### config.mk
export PLATFORM = sky130hd
export DESIGN_NAME = calc_sequencer
export DESIGN_NICKNAME = d
export VERILOG_FILES = /design/src/rtl/calc_pkg.sv /design/src/rtl/button_conditioner.sv /design/src/rtl/calc_sequencer.sv
export SDC_FILE = /design/constraint.sdc
export NUM_CORES = 1
export LEC_CHECK = 0
export CORE_MARGIN = 10
export CORE_UTILIZATION = 35
export CTS_CLUSTER_DIAMETER = 30
export CTS_CLUSTER_SIZE = 24
export DETAILED_ROUTE_END_ITERATION = 10
export DONT_BUFFER_PORTS = 1
export REMOVE_ABC_BUFFERS = 1
export SLEW_MARGIN = 10
export SYNTH_ARGS = -nofsm -noshare
export SYNTH_HDL_FRONTEND = slang
export SYNTH_SLANG_ARGS = --single-unit
### constraint.sdc
create_clock -name clk -period 2.45 [get_ports clk]
set_input_delay 0.49 -clock clk [delete_from_list [all_inputs] [get_ports clk]]
set_output_delay 0.49 -clock clk [all_outputs]
set_load 0.01 [all_outputs]
### src/rtl/calc_pkg.sv
// Shared types for the calculator control path; imported by calc_sequencer
// and operand_display_handler so both agree on the state and opcode encodings.
package calc_pkg;

  typedef enum logic [2:0] {
    S0_IDLE      = 3'b000,
    S1_OP1       = 3'b001,
    S2_OP1_WR    = 3'b010,
    S3_OP2       = 3'b011,
    S4_OP2_WR    = 3'b100,
    S5_CALCULATE = 3'b101
  } state_t;

  typedef enum logic [1:0] {
    ALU_ADD = 2'b00,
    ALU_SUB = 2'b01,
    ALU_MUL = 2'b10,
    ALU_NEG = 2'b11
  } alu_op_t;

  // The operand entry states are the only non-idle states that wait on the user.
  function automatic logic is_busy_state(input state_t s);
    return !((s == S0_IDLE) || (s == S1_OP1) || (s == S3_OP2));
  endfunction

endpackage

### src/rtl/button_conditioner.sv
// Raw button to single-cycle accepted-edge pulse: 2-flop synchronizer,
// rising-edge detect, and a lockout window that swallows bounces and re-presses.
module button_conditioner #(
  parameter int LOCKOUT_CYCLES = 4
) (
  input  logic clk,
  input  logic reset_n,
  input  logic btn_i,
  output logic pulse_o
);

  localparam int LW = $clog2(LOCKOUT_CYCLES + 1);
  localparam logic [LW-1:0] LOCK_LOAD = LW'(LOCKOUT_CYCLES);

  logic          sync1_q;
  logic          sync2_q;
  logic          prev_q;
  logic [LW-1:0] lock_q;
  logic [LW-1:0] lock_d;
  logic          accept_s;

  // Edge acceptance and lockout countdown.
  always_comb begin
    accept_s = sync2_q & ~prev_q & (lock_q == '0);
    lock_d   = lock_q;
    if (accept_s) begin
      lock_d = LOCK_LOAD;
    end else if (lock_q != '0) begin
      lock_d = lock_q - LW'(1);
    end else begin
      lock_d = lock_q;
    end
  end

  // Synchronizer, history flop and lockout counter.
  always_ff @(posedge clk or negedge reset_n) begin
    if (!reset_n) begin
      sync1_q <= 1'b0;
      sync2_q <= 1'b0;
      prev_q  <= 1'b0;
      lock_q  <= '0;
    end else begin
      sync1_q <= btn_i;
      sync2_q <= sync1_q;
      prev_q  <= sync2_q;
      lock_q  <= lock_d;
    end
  end

  assign pulse_o = accept_s;

endmodule

### src/rtl/calc_sequencer.sv
// Calculator control FSM: operand entry sequencing, write strobes, ALU start
// and done/timeout supervision, with registered status outputs.
module calc_sequencer
  import calc_pkg::*;
#(
  parameter int LOCKOUT_CYCLES = 4,
  parameter int TIMEOUT_CYCLES = 16
) (
  input  logic       clk,
  input  logic       reset_n,
  input  logic       confirm,
  input  logic       cancel,
  input  logic [1:0] op_select,
  input  logic       alu_done,
  output logic [2:0] state,
  output logic       wr_strobe,
  output logic       alu_start,
  output logic [1:0] alu_op,
  output logic       result_valid,
  output logic       error,
  output logic       busy
);

  localparam int TW = $clog2(TIMEOUT_CYCLES);
  localparam logic [TW-1:0] TMO_LAST = TW'(TIMEOUT_CYCLES - 1);

  state_t        state_q, state_d;
  logic [TW-1:0] tmo_q, tmo_d;
  alu_op_t       alu_op_q, alu_op_d;
  logic          wr_q, wr_d;
  logic          start_q, start_d;
  logic          rv_q, rv_d;
  logic          err_q, err_d;
  logic          busy_q, busy_d;
  logic          confirm_edge_s;
  logic          cancel_edge_s;

  button_conditioner #(.LOCKOUT_CYCLES(LOCKOUT_CYCLES)) u_confirm_cond (
    .clk     (clk),
    .reset_n (reset_n),
    .btn_i   (confirm),
    .pulse_o (confirm_edge_s)
  );

  button_conditioner #(.LOCKOUT_CYCLES(LOCKOUT_CYCLES)) u_cancel_cond (
    .clk     (clk),
    .reset_n (reset_n),
    .btn_i   (cancel),
    .pulse_o (cancel_edge_s)
  );

  // Next-state, timeout and status flag logic; cancel outranks every other event.
  always_comb begin
    state_d  = state_q;
    tmo_d    = '0;
    wr_d     = 1'b0;
    start_d  = 1'b0;
    rv_d     = rv_q;
    err_d    = err_q;
    alu_op_d = alu_op_q;

    if (state_q == S4_OP2_WR) begin
      alu_op_d = alu_op_t'(op_select);
    end else begin
      alu_op_d = alu_op_q;
    end

    if (cancel_edge_s) begin
      if (state_q != S0_IDLE) begin
        state_d = S0_IDLE;
        rv_d    = 1'b0;
        err_d   = 1'b0;
      end else begin
        state_d = S0_IDLE;
      end
    end else begin
      case (state_q)
        S0_IDLE: begin
          if (confirm_edge_s) begin
            state_d = S1_OP1;
            rv_d    = 1'b0;
            err_d   = 1'b0;
          end else begin
            state_d = S0_IDLE;
          end
        end
        S1_OP1: begin
          if (confirm_edge_s) begin
            state_d = S2_OP1_WR;
            wr_d    = 1'b1;
          end else begin
            state_d = S1_OP1;
          end
        end
        S2_OP1_WR: begin
          state_d = S3_OP2;
        end
        S3_OP2: begin
          if (confirm_edge_s) begin
            state_d = S4_OP2_WR;
            wr_d    = 1'b1;
          end else begin
            state_d = S3_OP2;
          end
        end
        S4_OP2_WR: begin
          state_d = S5_CALCULATE;
          start_d = 1'b1;
        end
        S5_CALCULATE: begin
          // A done pulse in the final timeout cycle still counts as success.
          if (alu_done) begin
            state_d = S0_IDLE;
            rv_d    = 1'b1;
          end else if (tmo_q == TMO_LAST) begin
            state_d = S0_IDLE;
            err_d   = 1'b1;
          end else begin
            state_d = S5_CALCULATE;
            tmo_d   = tmo_q + TW'(1);
          end
        end
        default: begin
          state_d = S0_IDLE;
        end
      endcase
    end

    busy_d = is_busy_state(state_d);
  end

  // State, counter and registered output flops.
  always_ff @(posedge clk or negedge reset_n) begin
    if (!reset_n) begin
      state_q  <= S0_IDLE;
      tmo_q    <= '0;
      alu_op_q <= ALU_ADD;
      wr_q     <= 1'b0;
      start_q  <= 1'b0;
      rv_q     <= 1'b0;
      err_q    <= 1'b0;
      busy_q   <= 1'b0;
    end else begin
      state_q  <= state_d;
      tmo_q    <= tmo_d;
      alu_op_q <= alu_op_d;
      wr_q     <= wr_d;
      start_q  <= start_d;
      rv_q     <= rv_d;
      err_q    <= err_d;
      busy_q   <= busy_d;
    end
  end

  assign state        = state_q;
  assign wr_strobe    = wr_q;
  assign alu_start    = start_q;
  assign alu_op       = alu_op_q;
  assign result_valid = rv_q;
  assign error        = err_q;
  assign busy         = busy_q;

endmodule

Yosys cells after proc, flatten, opt, wreduce, memory -nomap -nowiden
Cells that the tools add are included.

storage, ports and cells
  register bits after elaboration = 26

operators by class
  add/subtract/negate cells = 3
  equal/unequal tests = 13
  mux-type cells = 29
  bitwise logic cells = 6
  reduce and logical (&&, ||, !) cells = 16

operators by type and width
  operator                                                                 count
  3-bit 2-to-1 mux                                                         8
  3-bit one-hot mux with 6 select lines                                    1
  4-bit 2-to-1 mux                                                         4
  1-bit 2-to-1 mux                                                         13
  3-bit zero test                                                          4
  3-bit inequality test, second input constant                             4
  3-bit nonzero test                                                       4
  3-bit by 2-bit == test with 1-bit output, second input constant          3
  3-bit by 1-bit == test with 1-bit output, second input constant          2
  3-bit == test, second input constant                                     2
  3-bit by 1-bit subtractor with 3-bit output, second input constant       2
  5-bit AND reduction                                                      1
  4-bit by 1-bit adder with 4-bit output, second input constant            1
  1-bit AND                                                                4
  4-bit == test, second input constant                                     1
  1-bit one-hot mux with 2 select lines                                    2
  4-bit AND reduction                                                      1
  2-bit nonzero test                                                       2
  1-bit logical OR                                                         2
  2-bit 2-to-1 mux                                                         1
  2-bit by 1-bit inequality test with 1-bit output, second input constant  1
  1-bit inverter                                                           2
  2-bit OR reduction                                                       1
  1-bit zero test                                                          1

Depth between registers and ports, before layout
  word-level depth = 10
  depth in mapped cells = 7
  depth with buffers taken out = 6

Hierarchy
A second synthesis with hierarchy kept.

second synthesis, totals
  cell total of the unflattened synthesis = 97
  area total of the unflattened synthesis = 1217.4 um2

by module, submodules not included
  module              times used  cells each  area an instance (um2)
  calc_sequencer      1           57          686.9
  button_conditioner  2           20          265.3

Worst setup path after synthesis
OpenSTA, ideal clock, no wires.

  path kind = register to register
  from = register u_cancel_cond.lock_q[0]
  to = register tmo_q[3]
  setup time = 0.080 ns
  data arrival time = 1.629 ns
  data required time = 2.370 ns
  slack = 0.741 ns
  cell stages (with the launch flop) = 7
  buffers on the path = 1
  period minus slack after synthesis = 1.709 ns
  path through = dfrtp_1 > inv_1 > ha_1 > and4bb_1 > buf_6 > or4b_4 > nor3_2

between the ends
  cells in the longest elaborated chain, start to end = 3

ends and longest elaborated chain
  item                    line                      RTL
  start, declared         button_conditioner.sv:18  logic [LW-1:0] lock_q;
  start signal, assigned  button_conditioner.sv:46  lock_q <= lock_d;
  3-bit zero test         button_conditioner.sv:24  accept_s = sync2_q & ~prev_q & (lock_q == '0);
  1-bit AND               button_conditioner.sv:24
  4-bit 2-to-1 mux        calc_sequencer.sv:68      if (cancel_edge_s) begin
  net tmo_d[3]            calc_sequencer.sv:28      logic [TW-1:0] tmo_q, tmo_d;
  end signal, assigned    calc_sequencer.sv:145     tmo_q <= tmo_d;
  end, declared           calc_sequencer.sv:28

The timed path passes the listed nets, and every way through them passes these cells.
A chain may end at the register's enable or synchronous reset.

Final worst setup path
  from = register u_confirm_cond.lock_q[0]
  to = register state_q[2] (netlist: state[2])

between the ends
  cells in the longest elaborated chain, start to end = 5

ends and longest elaborated chain
  item                                   line                      RTL
  start, declared                        button_conditioner.sv:18
  start signal, assigned                 button_conditioner.sv:46
  3-bit zero test                        button_conditioner.sv:24
  1-bit AND                              button_conditioner.sv:24
  3-bit 2-to-1 mux                       calc_sequencer.sv:99      if (confirm_edge_s) begin
  3-bit one-hot mux with 6 select lines  calc_sequencer.sv:77      case (state_q)
  3-bit 2-to-1 mux                       calc_sequencer.sv:68
  net state_d[2]                         calc_sequencer.sv:27      state_t state_q, state_d;
  end signal, assigned                   calc_sequencer.sv:144     state_q <= state_d;
  end, declared                          calc_sequencer.sv:27

The timed path passes the listed nets, and every way through them passes these cells.

==> flow_summary.yaml <==
power_and_ir_drop:
  intPower_uw: 723
  p_sw_uw: 358
  p_per_area_nw_per_um2: 884
  power_frac_clock_pct: 15.7
  max-vdd-ir-drop_uv: 331
  p_sw_share_pct: 33.1
  seqPwrFrac_pct: 58.5
  p_leak_uw: 0.000556
  p_comb_share_pct: 25.8
floorplanning:
  fp.dieW_um: 76.7
  io_pins: 17
  die_area_um2: 5890
  die_h_um: 76.7
  core_um2: 3080
  rows: 20
  initial_core_util_pct: 36.6
synthesis:
  synth_flop_cell: "dfrtp_1"
  async_flop_share_pct: 100
  ys_seq_area_share_pct: 57.8
  synth_cell_types: 31
  yosys_warnings: 0
  synth-seq-cells: 26
  synth-edff-count: 0
  synth.avg_cell_area_um2: 11.6
  synth_area_um2: 1130
  syn_inst: 97
drt:
  drt.antenna.violating_nets: 0
  num_vias: 684
  firstDrtPassIters: 4
  drt-initial-drc-count: 29
  post-route-drc-count: 0
  wire_per_inst_um: 13.0
  routed_via_density: 4.72
  totalWireLength_um: 1890
finish:
  multi_input_area_um2: 438
  register_area_um2: 651
  layout-drive-gt1-share_pct: 13.9
  final_core_util_pct: 39.7
  area_growth_pct: 8.56
  nNetsFinal: 115
  filler_cell_count: 310
  num_antenna_cells: 0
global_route:
  grt_use_met2_pct: 11.0
  gr-usage-met1_pct: 7.35
  grt_max_degree: 27
  antenna_found_initial: 0
  grtUsageTotal_pct: 6.97
  grt_pass1_wl_um: 3360
  grt_pass1_vias: 724
  top_usage_layer: "met2"
  grt_use_met3_pct: 4.55
  grt_overflow: 0
clock_tree:
  post_cts_resized: 0
  cts_tree: "built"
  cts_max_level: 1
  root_buffer: "clkbuf_4"
  clkSlewWorstSetupHoldPaths_ns: 0.13
  cts.sinks: 26
  clk_latency_ns: 0.31
  clk_path_buf_depth: 2
  numCtsBuffers: 3
place:
  port-buffer-count: 0
  pre_cts_slack_ns: 0.609
  dp_hpwl_um: 1450
  gp_congestion: 0.678
flow_run:
  maxCapViolations: 0
timing:
  tns_ns: 0
  hold_violations: 0
  worst_slew_pin_slew_ns: 0.349
  fmax_ghz: 0.543
  finalSetupViolations: 0
  fin_crit_ns: 1.84
  fin_ws_ns: 0.608
  relSlewSlack_pct: 76.8
  rsz0062_at_grt: "no"
  min_period_over_period_pct: 75.2
  finClkSkew_ns: 0.00871
  slew_violations: 0
run_status:
  status: "finished, final reports clean"
critical_path:
  arrival_ns: 2.08
  start_kind: "flip-flop"
  crit_type: "flip-flop to flip-flop"
  end_kind: "flip-flop"
  required_ns: 2.69
  path_max_fanout: 4
worst_hold_path:
  hold_class: "input pin to flip-flop"
[power by group through the flow]
stage	logic [uW]	clock network, uW	registers [uW]
after floorplan	230	0	613
after global placement	261	0	640
after detailed placement	272	0	644
after CTS	287	181	636
after global routing	338	200	649
final	279	170	632
[cell usage in the layout (no fill, tap or decap)]
cell           synthesis  final
a31oi_1                1      1
or2_2                  1      1
o21ai_0                5      5
or4b_4                 1      1
or3_1                  1      1
nand4bb_1              1      1
ha_1                   5      5
nor2_1                 8      8
dlygate4sd3_1          0      1
buf_12                 0      1
or3b_2                 1      1
and3_1                 1      1
a21o_2                 1      1
nor3_2                 2      2
dfrtp_1               26     26
nor2b_1                4      4
nand3b_1               1      1
nand3_1                4      4
nor3_1                 3      3
xnor2_1                1      1
inv_1                  7      7
and4bb_1               1      1
nand2_1                3      3
o31ai_1                1      1
a211oi_1               1      1
clkbuf_4               0      3
mux2i_1                1      1
mux2_2                 2      2
nand2b_1               2      2
and2b_2                1      1
a21oi_1                7      7
or2b_4                 1      1
xor2_1                 2      2
[flip-flops by register name (all words and copies together), names as in the netlist, 2 cells and up]
name                   flops
tmo_q                      4
state                      3
u_cancel_cond.lock_q       3
u_confirm_cond.lock_q      3
alu_op                     2
[worst max-delay path: stages, from the launching register on]
cell,delay [ns]
dfrtp_1,0.42
inv_1,0.09
ha_1,0.20
nor2b_1,0.24
nand3_1,0.19
or3b_2,0.48
a21oi_1,0.17
[path summary, 6_finish.rpt]
path | start | slack (ns) | to | cells past startpoint
max reg2reg | u_confirm_cond.lock_q[0] | 0.61 | state[2] | 6
min reg2reg | u_cancel_cond.sync1_q | 0.36 | u_cancel_cond.sync2_q | 0
min in group asynchronous | reset_n | 0.59 | tmo_q[2] | 2
max in group asynchronous | reset_n | 1.70 | u_confirm_cond.sync2_q | 2
max | u_confirm_cond.lock_q[0] | 0.61 | state[2] | 6
min | cancel | 0.20 | u_cancel_cond.sync1_q | 0
[what timing repair did]
item | CTS | global route
hold buffers | 2 | 0
hold endpoints to repair | 26 | 0
setup buffers | 0 | 0
[cell usage after synthesis (3+ instances only)]
master	instances	area share, %
a21oi_1	7	3.1
o21ai_0	5	2.2
dfrtp_1	26	58
nand3_1	4	1.8
nor2_1	8	2.7
nand2_1	3	1.0
inv_1	7	2.3
nor3_1	3	1.3
ha_1	5	5.6
nor2b_1	4	2.2
[metrics by stage]
stage / hold slack [ns] / power, uW / cells / cell area [um2]
3_5_place_dp: 0.195 / 916 / 140 / 1170
2_1_floorplan: 0.194 / 843 / 96 / 1110
3_3_place_gp: 0.195 / 901 / 140 / 1170
5_1_grt: 0.163 / 1190 / 145 / 1220
4_1_cts: 0.180 / 1100 / 145 / 1220
6_report: 0.199 / 1080 / 145 / 1220
[cell families (layout without fill, tap and decap cells)]
group,count (synthesis),after routing,share of synthesized area [%]
buffers and inverters,8,12,3.33
adders and majority gates,5,5,5.56
muxes,3,3,2.89
and+or+nand+nor,36,36,20.1
AOI/OAI and AO/OA,16,16,8.00
DFF,26,26,57.8
xor gates and xnor gates,3,3,2.33
[metal layers]
metal,part of all wire (%),routed length [um]
met3,12,219
met4,0.90,17
met2,48,897
met1,40,753
met5,0,0
[area by class of cell]
class	instances	share of cell area [%]
sequential	26	53.2
multi-input combinational	63	35.8
tap	44	4.50
timing repair buffer	2	2.46
inverter	7	2.15
clock buffer	3	1.84
No activity file was read; power rests on OpenSTA's default activity.
